**config.mk**
```make
export PLATFORM = sky130hd
export DESIGN_NAME = dispensa_sequencer
export DESIGN_NICKNAME = d
export VERILOG_FILES = /design/src/rtl/dispensa_sequencer.sv
export SDC_FILE = /design/constraint.sdc
export NUM_CORES = 1
export LEC_CHECK = 0
export ABC_AREA = 0
export BUFFER_PORTS_ARGS = -buffer_cell sky130_fd_sc_hd__buf_2
export CORE_AREA = 2 2 47 49
export DETAILED_ROUTE_END_ITERATION = 12
export DIE_AREA = 0 0 49 51
export PLACE_DENSITY = 0.81
export SETUP_SLACK_MARGIN = 0.5
export SYNTH_ARGS = -nofsm -noshare
export SYNTH_HDL_FRONTEND = slang
export SYNTH_SLANG_ARGS = --single-unit
export TNS_END_PERCENT = 30
```
**constraint.sdc**
```tcl
create_clock -name clock -period 2.6 [get_ports clock]
set_input_delay 0.26 -clock clock [delete_from_list [all_inputs] [get_ports clock]]
set_output_delay 0.26 -clock clock [all_outputs]
set_load 0.02 [all_outputs]
```
**src/rtl/dispensa_sequencer.sv**
```systemverilog
// Beverage dispense sequencer: cup drop, heating, grinding, water and milk phases.
// Moore FSM with a shared dwell counter cleared on every state entry.
module dispensa_sequencer #(
    parameter int unsigned T_COPO       = 4,
    parameter int unsigned T_MOE        = 6,
    parameter int unsigned T_AGUA       = 8,
    parameter int unsigned T_LEITE      = 5,
    parameter int unsigned T_AQUECE_MAX = 20
) (
    input  logic       clock,
    input  logic       reset,
    input  logic       inicia,
    input  logic [1:0] selec_produto,
    input  logic       agua_ok,
    input  logic       temp_ok,
    input  logic       limpa_erro,
    output logic       copo,
    output logic       aquecedor,
    output logic       moedor,
    output logic       valvula_agua,
    output logic       valvula_leite,
    output logic       ocupado,
    output logic       pronto,
    output logic       erro
);

    typedef enum logic [2:0] {
        StOcioso,
        StCopo,
        StAquece,
        StMoe,
        StAgua,
        StLeite,
        StFim,
        StErro
    } state_e;

    localparam logic [1:0] ProdCafe      = 2'b00;
    localparam logic [1:0] ProdCafeLeite = 2'b01;
    localparam logic [1:0] ProdCha       = 2'b10;

    // Counter value on the last cycle of each timed phase.
    localparam logic [7:0] LastCopo   = 8'(T_COPO - 1);
    localparam logic [7:0] LastMoe    = 8'(T_MOE - 1);
    localparam logic [7:0] LastAgua   = 8'(T_AGUA - 1);
    localparam logic [7:0] LastLeite  = 8'(T_LEITE - 1);
    localparam logic [7:0] LastAquece = 8'(T_AQUECE_MAX - 1);

    state_e     state_q, state_d;
    logic [7:0] cnt_q, cnt_d;
    logic [1:0] prod_q, prod_d;

    always_ff @(posedge clock or negedge reset) begin
        if (!reset) begin
            state_q <= StOcioso;
            cnt_q   <= '0;
            prod_q  <= '0;
        end else begin
            state_q <= state_d;
            cnt_q   <= cnt_d;
            prod_q  <= prod_d;
        end
    end

    always_comb begin
        state_d = state_q;
        case (state_q)
            StOcioso: begin
                if (inicia) begin
                    state_d = agua_ok ? StCopo : StErro;
                end
            end
            StCopo: begin
                if (cnt_q == LastCopo) state_d = StAquece;
            end
            StAquece: begin
                // A temperature hit on the timeout cycle still wins.
                if (temp_ok) begin
                    if (prod_q == ProdCafe || prod_q == ProdCafeLeite) begin
                        state_d = StMoe;
                    end else if (prod_q == ProdCha) begin
                        state_d = StAgua;
                    end else begin
                        state_d = StLeite;
                    end
                end else if (cnt_q == LastAquece) begin
                    state_d = StErro;
                end
            end
            StMoe: begin
                if (cnt_q == LastMoe) state_d = StAgua;
            end
            StAgua: begin
                if (!agua_ok) begin
                    state_d = StErro;
                end else if (cnt_q == LastAgua) begin
                    state_d = (prod_q == ProdCafeLeite) ? StLeite : StFim;
                end
            end
            StLeite: begin
                if (cnt_q == LastLeite) state_d = StFim;
            end
            StFim: begin
                state_d = StOcioso;
            end
            StErro: begin
                if (limpa_erro) state_d = StOcioso;
            end
            default: begin
                state_d = StOcioso;
            end
        endcase
    end

    always_comb begin
        if (state_d != state_q || state_q == StOcioso || state_q == StErro) begin
            cnt_d = '0;
        end else begin
            cnt_d = cnt_q + 8'd1;
        end
        prod_d = (state_q == StOcioso && inicia) ? selec_produto : prod_q;
    end

    always_comb begin
        copo          = 1'b0;
        aquecedor     = 1'b0;
        moedor        = 1'b0;
        valvula_agua  = 1'b0;
        valvula_leite = 1'b0;
        ocupado       = 1'b1;
        pronto        = 1'b0;
        erro          = 1'b0;
        case (state_q)
            StOcioso: ocupado       = 1'b0;
            StCopo:   copo          = 1'b1;
            StAquece: aquecedor     = 1'b1;
            StMoe:    moedor        = 1'b1;
            StAgua:   valvula_agua  = 1'b1;
            StLeite:  valvula_leite = 1'b1;
            StFim:    pronto        = 1'b1;
            StErro:   erro          = 1'b1;
            default:  ocupado       = 1'b0;
        endcase
    end

endmodule

```
==> results.sh, run 1 <==
export IMPL_status="finished clean"
export IMPL_async_reset_ff_share_pct=100.0
export IMPL_path_common_cell="nand4b_4"
export IMPL_hold_path_endpoint="prod_q[1]"
export IMPL_crit_fanout=8
export IMPL_cts_tree="yes"
export IMPL_syn_to_final_growth_pct=20.11
export IMPL_hold_path_class="in2reg"
export IMPL_pwr_share_seq_pct=31.9
export IMPL_worstRegToRegCells=6
export IMPL_startpoint_type="flip-flop"
export IMPL_grt_overflow=0
export IMPL_path_buf_inv=0
export IMPL_viasPerCell=5.444
export IMPL_rr_endpoint="cnt_q[3]"
export IMPL_r2r_slack_ns=0.57
export IMPL_io_pins=16
export IMPL_fin_crit_ns=2.035
export IMPL_p_leak_nw=0.5004
export IMPL_cts_sinks=13
export IMPL_ys_flop_type="dfrtp_1"
export IMPL_syn_inst=107
export IMPL_rows=17
export IMPL_cp_depth=6
export IMPL_whs_path_depth=2
export IMPL_antenna_found_initial=0
export IMPL_skew_ns=0.0007301
export IMPL_cp_top_family="simple AND/OR/NAND/NOR gates"
export IMPL_ir_worst_vdd_mv=0.4483
export IMPL_n_fill_cell=180
export IMPL_maxCapViolCount=0
export IMPL_path_cells="nor4_4 -> nand4b_4 -> a211o_4 -> nor4_1 -> nand4b_4 -> nor2_1"
export IMPL_power_per_cell_area_nw_per_um2=979.1
export IMPL_drive_above_1_share_pct=31.20
export IMPL_p_comb_share_pct=57.1
export IMPL_diodes=0
export IMPL_holdCritStartpoint="selec_produto[1]"
export IMPL_p_sw_share_pct=48.74
export IMPL_yosysSeqAreaShare_pct=34.17
export IMPL_synth_area_per_cell_sq_um=8.899
export IMPL_seqCellArea_sq_um=327.8
export IMPL_hpwl_um=1543
export IMPL_port_buffers=15
export IMPL_die_area_sq_um=2499
export IMPL_max_clock_freq_ghz=0.4914
export IMPL_grt_pass1_wl_um=3339
export IMPL_syn_nets=118
export IMPL_cts_root_buf="clkbuf_4"
export IMPL_drt_total_wl_um=1989
export IMPL_cts_buffers=3
export IMPL_cts_htree_levels=1
export IMPL_final_antenna_net_count=0
export IMPL_drtIter0Drc=24
export IMPL_multi_input_area_sq_um=628.1
export IMPL_vias=833
export IMPL_total_power_w=0.001120
export IMPL_yosysUniqueCellTypes=33
export IMPL_dr_pass1_iters=4
export IMPL_cp_data_required_time_ns=2.76
export IMPL_wire_per_inst_um=13.00
export IMPL_drc_errors=0
export IMPL_fin_nets=137
export IMPL_intPower_w=0.0005740
export IMPL_die_w_um=49
export IMPL_r2r_start="cnt_q[3]"
export IMPL_synth_edf_count=0
export IMPL_slew_violations=0
export IMPL_grt_use_total_pct=17.31
export IMPL_place_gp_congestion=0.8811
export IMPL_clk_latency_ns=0.27
export IMPL_crit_path_max_incr_delay_ns=0.44
export IMPL_setup_violations=0
export IMPL_cts_buffer_depth=2
export IMPL_fin_crit_sh_pct=78.26
export IMPL_rsz0062_at_grt="yes"
export IMPL_grt_pass1_vias=785
export IMPL_p_switching_w=0.0005457
export IMPL_core_region_area_sq_um=2063
export IMPL_p_clk_share_pct=11.1
export IMPL_cp_slowest_cell="dfrtp_2"
export IMPL_crit_type="reg2reg"
export IMPL_end_kind="flip-flop"
export IMPL_synth_seq_cells=13
export IMPL_start_util_pct=46.15
export IMPL_die_h_um=51
export IMPL_slew_headroom_pct=71.13
export IMPL_synth_warnings=0
export IMPL_finalSetupTns_ns=0
export IMPL_grt_start_max_net_pins=16
export IMPL_synth_area_sq_um=952.2
export IMPL_hold_viol=0
export IMPL_tightest_slew_ns=0.4331
export IMPL_path_clk_slew_ns=0.08
export IMPL_cp_arrival_ns=2.20
kinds of logic (layout without fill, tap and decap cells):
group	count (synthesis)	after routing	synth area share, %
fa+ha+maj	3	3	3.943
flops	13	13	34.17
simple gates	57	57	34.95
compound gates	15	15	14.59
buf+inv	11	29	4.468
xor+xnor	6	6	5.519
mux	2	2	2.365
metrics by stage:
step	hold WS [ns]	utilization (%)	instances	setup slack, ns	cell area (sq um)
2_1_floorplan	-0.03559	-	107	0.6451	952.2
3_3_place_gp	0.1552	50.70	146	0.4183	1046
3_5_place_dp	0.1652	50.70	146	0.3387	1046
4_1_cts	0.2172	53.43	152	0.5206	1102
5_1_grt	0.2117	55.43	153	0.4688	1144
6_report	0.2174	55.43	153	0.5651	1144
worst register-to-register path: stages, from the launching register on:
cell and delay, ns:
dfrtp_2 0.44, nor4_4 0.35, nand4b_4 0.16, a211o_4 0.39, nor4_1 0.27, nand4b_4 0.26, nor2_1 0.06
synth_stat cells, types with 2 or more instances:
master	instances	area share (%)
mux2_2	2	2.4
nor2_1	21	8.3
ha_1	3	3.9
inv_1	7	2.8
clkbuf_1	3	1.2
and3_1	4	2.6
xnor2_1	2	1.8
nand2_1	6	2.4
nand2b_1	3	2.0
o31ai_4	2	4.5
nand3_1	5	2.6
nor4bb_1	2	2.1
nor2b_1	3	2.0
o21ai_0	4	2.1
a22oi_1	2	1.6
dfrtp_1	13	34
nor3_1	6	3.2
xor2_1	4	3.7
metal layers:
| metal | global-route usage [%] | up-vias | wire length (um) |
|---|---|---|---|
| li1 | - | 410 | - |
| met1 | 20.41 | 390 | 865 |
| met2 | 30.82 | 29 | 1000 |
| met3 | 2.924 | 4 | 97 |
| met4 | 8.095 | 0 | 25 |
| met5 | 0 | - | 0 |
registers in the layout (all words and copies together), names as in the netlist:
register / cells
prod_q: 2
state_q: 3
cnt_q: 8
final cells by class:
class                      count  area share (%)
sequential                    13           28.67
timing repair buffer          18           8.753
inverter                       7           2.298
multi-input combinational     83           54.92
clock buffer                   4           2.298
tap                           28           3.063
power groups by stage:
stage	registers [W]	clock network (W)	logic, W
CTS	0.000348	0.000128	0.000618
finish	0.000357	0.000124	0.000639
detailed placement	0.000350	0	0.000608
global route	0.000367	0.000142	0.000704
global placement	0.000348	0	0.000593
floorplan	0.000290	0	0.000535
worst max path at each step:
stage | from | endpoint | slack, ns
floorplan | cnt_q[0] | cnt_q[2] | 0.65
global placement | cnt_q[0] | cnt_q[4] | 0.42
detailed placement | cnt_q[0] | cnt_q[4] | 0.34
CTS | cnt_q[5] | cnt_q[4] | 0.52
global route | cnt_q[3] | cnt_q[3] | 0.47
finish | cnt_q[3] | cnt_q[3] | 0.57
what timing repair did:
item                                    in CTS  in global routing
gates resized for setup                      4                  9
setup buffers                                1                  1
hold buffers                                 1                  0
hold endpoints to repair                    13                  0
endpoints found under the setup margin       8                  8
pin swaps                                    1                  9
layout by cell type (no fill, tap or decap), types with 2 or more instances in the layout:
master    instances
nor3_1            6
ha_1              2
nor2_2            4
nand4b_4          2
and3_1            4
nor2b_1           2
nand3_1           5
xor2_1            4
dfrtp_2           2
inv_1             7
o21ai_0           3
mux2_2            2
nand2_1           6
nand2b_1          3
buf_2            15
nor2_1           17
a22oi_1           2
xnor2_1           2
o31ai_4           2
buf_4             2
dfrtp_1          11
nor4bb_1          2
clkbuf_4          3
Power figures use the tool's default switching activity.
==> run 2: changes to the inputs <==
ABC_AREA = 1   (was 0)
CORE_AREA = 2 2 51 53   (was 2 2 47 49)
DIE_AREA = 0 0 53 55   (was 0 0 49 51)
PLACE_DENSITY = 0.79   (was 0.81)
clock period = 2 ns   (was 2.6 ns; I/O delays follow)
==> run 2 against run 1 <==
Against the previous run:
- first-iteration DRC count down 4.2%
- area after synthesis up 17%
- sequential power up 29%
- core utilization up 8.7 points
- total power up 89%
- final area up 33%
- worst hold slack worse by 0.092 ns
- sequential cell count unchanged
- critical path type unchanged
==> results.sh, run 2 <==
export IMPL_syn_nets=161
export IMPL_use_met2_pct=37.92
export IMPL_start_util_pct=47.20
export IMPL_viasPerCell=5.190
export IMPL_power_per_cell_area_nw_per_um2=1394
export IMPL_pre_cts_ws_ns=0.1831
export IMPL_fin_ws_ns=0.1628
export IMPL_max_clock_freq_ghz=0.5443
export IMPL_utilization_pct=64.13
export IMPL_antenna_found_initial=0
export IMPL_largest_register_ffs=8
export IMPL_diodes=0
export IMPL_final_cell_mix="25 x nand2_1, 17 x inv_1, 15 x buf_2"
export IMPL_vias=1090
export IMPL_startpoint_type="flip-flop"
export IMPL_place_gp_congestion=0.8205
export IMPL_synth_most_common_cell="nand2_1"
export IMPL_synth_common_cells="33 x nand2_1, 20 x inv_1, 16 x nor2_1"
export IMPL_die_area_sq_um=2915
export IMPL_synth_top_area_share_pct=29.15
export IMPL_io_pins=16
export IMPL_grt_start_max_net_pins=14
export IMPL_synth_area_sq_um=1116
export IMPL_ir_worst_vdd_mv=0.8023
export IMPL_slew_headroom_pct=71.84
export IMPL_cts_htree_levels=1
export IMPL_hpwl_um=2015
export IMPL_grt_pass1_wl_um=4381
export IMPL_yosysUniqueCellTypes=26
export IMPL_finalSetupTns_ns=0
export IMPL_drt_total_wl_um=2922
export IMPL_regMostFlops="cnt_q"
export IMPL_tightest_slew_ns=0.4192
export IMPL_die_h_um=55
export IMPL_async_reset_ff_share_pct=100.0
export IMPL_synth_warnings=0
export IMPL_path_buf_inv=1
export IMPL_cp_top_family="simple AND/OR/NAND/NOR gates"
export IMPL_status="finished clean"
export IMPL_yosysSeqAreaShare_pct=29.15
export IMPL_port_buffers=15
export IMPL_hold_path_class="in2reg"
export IMPL_grt_use_total_pct=20.88
export IMPL_cts_tree="yes"
export IMPL_slew_violations=0
export IMPL_grt_use_met3_pct=3.495
export IMPL_synth_seq_cells=13
export IMPL_rsz0062_at_grt="yes"
export IMPL_fin_nets=192
export IMPL_skew_ns=0.001364
export IMPL_crit_type="reg2reg"
export IMPL_drtIter0Drc=23
export IMPL_cp_arrival_ns=2.01
export IMPL_die_w_um=53
export IMPL_grt_overflow=0
export IMPL_synth_top_area_cell="dfrtp_1"
export IMPL_cp_slowest_cell="dfrtp_2"
export IMPL_wire_per_inst_um=13.91
export IMPL_dr_pass1_iters=4
export IMPL_drive_above_1_share_pct=53.33
export IMPL_cts_buffers=3
export IMPL_hold_viol=0
export IMPL_final_antenna_net_count=0
export IMPL_clk_latency_ns=0.28
export IMPL_core_region_area_sq_um=2365
export IMPL_crit_fanout=4
export IMPL_fin_crit_ns=1.837
export IMPL_synth_area_per_cell_sq_um=7.440
export IMPL_busiest_layer="met2"
export IMPL_reg_top3="cnt_q x8, state_q x3, prod_q x2"
export IMPL_p_leak_nw=0.7023
export IMPL_cts_sinks=13
export IMPL_syn_to_final_growth_pct=35.87
export IMPL_met1_usage_pct=24.17
export IMPL_grt_pass1_vias=1034
export IMPL_end_kind="flip-flop"
export IMPL_fin_crit_sh_pct=91.86
export IMPL_setup_violations=0
export IMPL_crit_path_max_incr_delay_ns=0.45
export IMPL_cts_buffer_depth=2
export IMPL_final_common_cell="nand2_1"
export IMPL_path_cells="inv_2 -> nor3_1 -> nand3_1 -> nor3_1 -> xor2_1 -> nor3_4"
export IMPL_synthTopCellsByArea="dfrtp_1 29%, nand2_1 11%, nor3_2 7.2%, inv_1 6.7%, nand3_2 5.4%"
export IMPL_syn_inst=150
export IMPL_n_fill_cell=185
export IMPL_ys_flop_type="dfrtp_1"
export IMPL_synth_edf_count=0
export IMPL_path_clk_slew_ns=0.08
export IMPL_drc_errors=0
export IMPL_maxCapViolCount=0
export IMPL_cts_root_buf="clkbuf_4"
export IMPL_path_common_cell="nor3_1"
export IMPL_rows=18
export IMPL_cp_data_required_time_ns=2.17
## run 2: cell types whose count changed after synthesis, moves of 3 or more
cell      before  now
nor2_4         0    4
clkbuf_1       3    0
nand4_1        0    3
nor2_1        21   16
nor3_2         0    8
nand2_1        6   33
nand3_2        0    6
and3_1         4    0
nand2b_1       3    0
nor2_2         0    4
inv_1          7   20
nand2_2        0    7
nor2b_1        3    0
## run 2: power by group
part           switching (W)  internal, W
registers           0.000132     0.000330
clock network      0.0000936    0.0000776
logic               0.000961     0.000520
## run 2: timing repair
action                                  CTS  global route
buffers inserted                          6             7
endpoints found under the setup margin   16            17
gates resized for setup                  16            21
hold buffers                              1             0
endpoints found under the hold margin    13             0
pin swaps                                 8             3
## run 2: path summary, 6_finish.rpt
path / from / endpoint / slack, ns / depth (start not counted)
setup / recovery: cnt_q[0] / cnt_q[7] / 0.16 / 6
hold / removal: selec_produto[1] / prod_q[1] / 0.12 / 3
setup reg to reg: cnt_q[0] / cnt_q[7] / 0.16 / 6
hold reg to reg: prod_q[1] / prod_q[1] / 0.58 / 2
max in group asynchronous: reset / cnt_q[2] / 1.41 / 2
min in group asynchronous: reset / prod_q[0] / 0.33 / 2
## run 2: metrics by stage
stage / hold WS [ns] / instances / total power (W) / instance area, sq um
floorplan: -0.09559 / 150 / 0.001433 / 1164
global placement: 0.1065 / 192 / 0.001625 / 1251
detailed placement: 0.1152 / 192 / 0.001654 / 1251
CTS: 0.1228 / 203 / 0.001941 / 1371
global route: 0.1523 / 210 / 0.002266 / 1516
finish: 0.1249 / 210 / 0.002114 / 1516
## run 2: layout make-up
cell class	count	area [sq um]	area share (%)
repair buffers	29	182.7	12.05
clock buffers	4	26.28	1.733
well taps	30	37.54	2.475
multi-input cells	112	848.3	55.94
flip-flops and latches	13	331.6	21.86
inverters	22	90.09	5.941
## run 2: logic make-up after synthesis
kind of cell	after synthesis	synth area share (%)
simple gates	94	48.43
flops	13	29.15
buf+inv	25	9.305
xor+xnor	6	4.708
fa+ha+maj	3	3.364
compound gates	9	5.045
## run 2: worst min-delay path: cells and delay by family
| kind | cells | cell delay (ns) |
|---|---|---|
| buffers and inverters | 1 | 0.08 |
| AND/OR/NAND/NOR | 2 | 0.10 |
## run 2: metal layers
layer	wire length, um	vias up
met5	0	-
met2	1542	19
li1	-	533
met1	1241	531
met3	89	7
met4	48	0
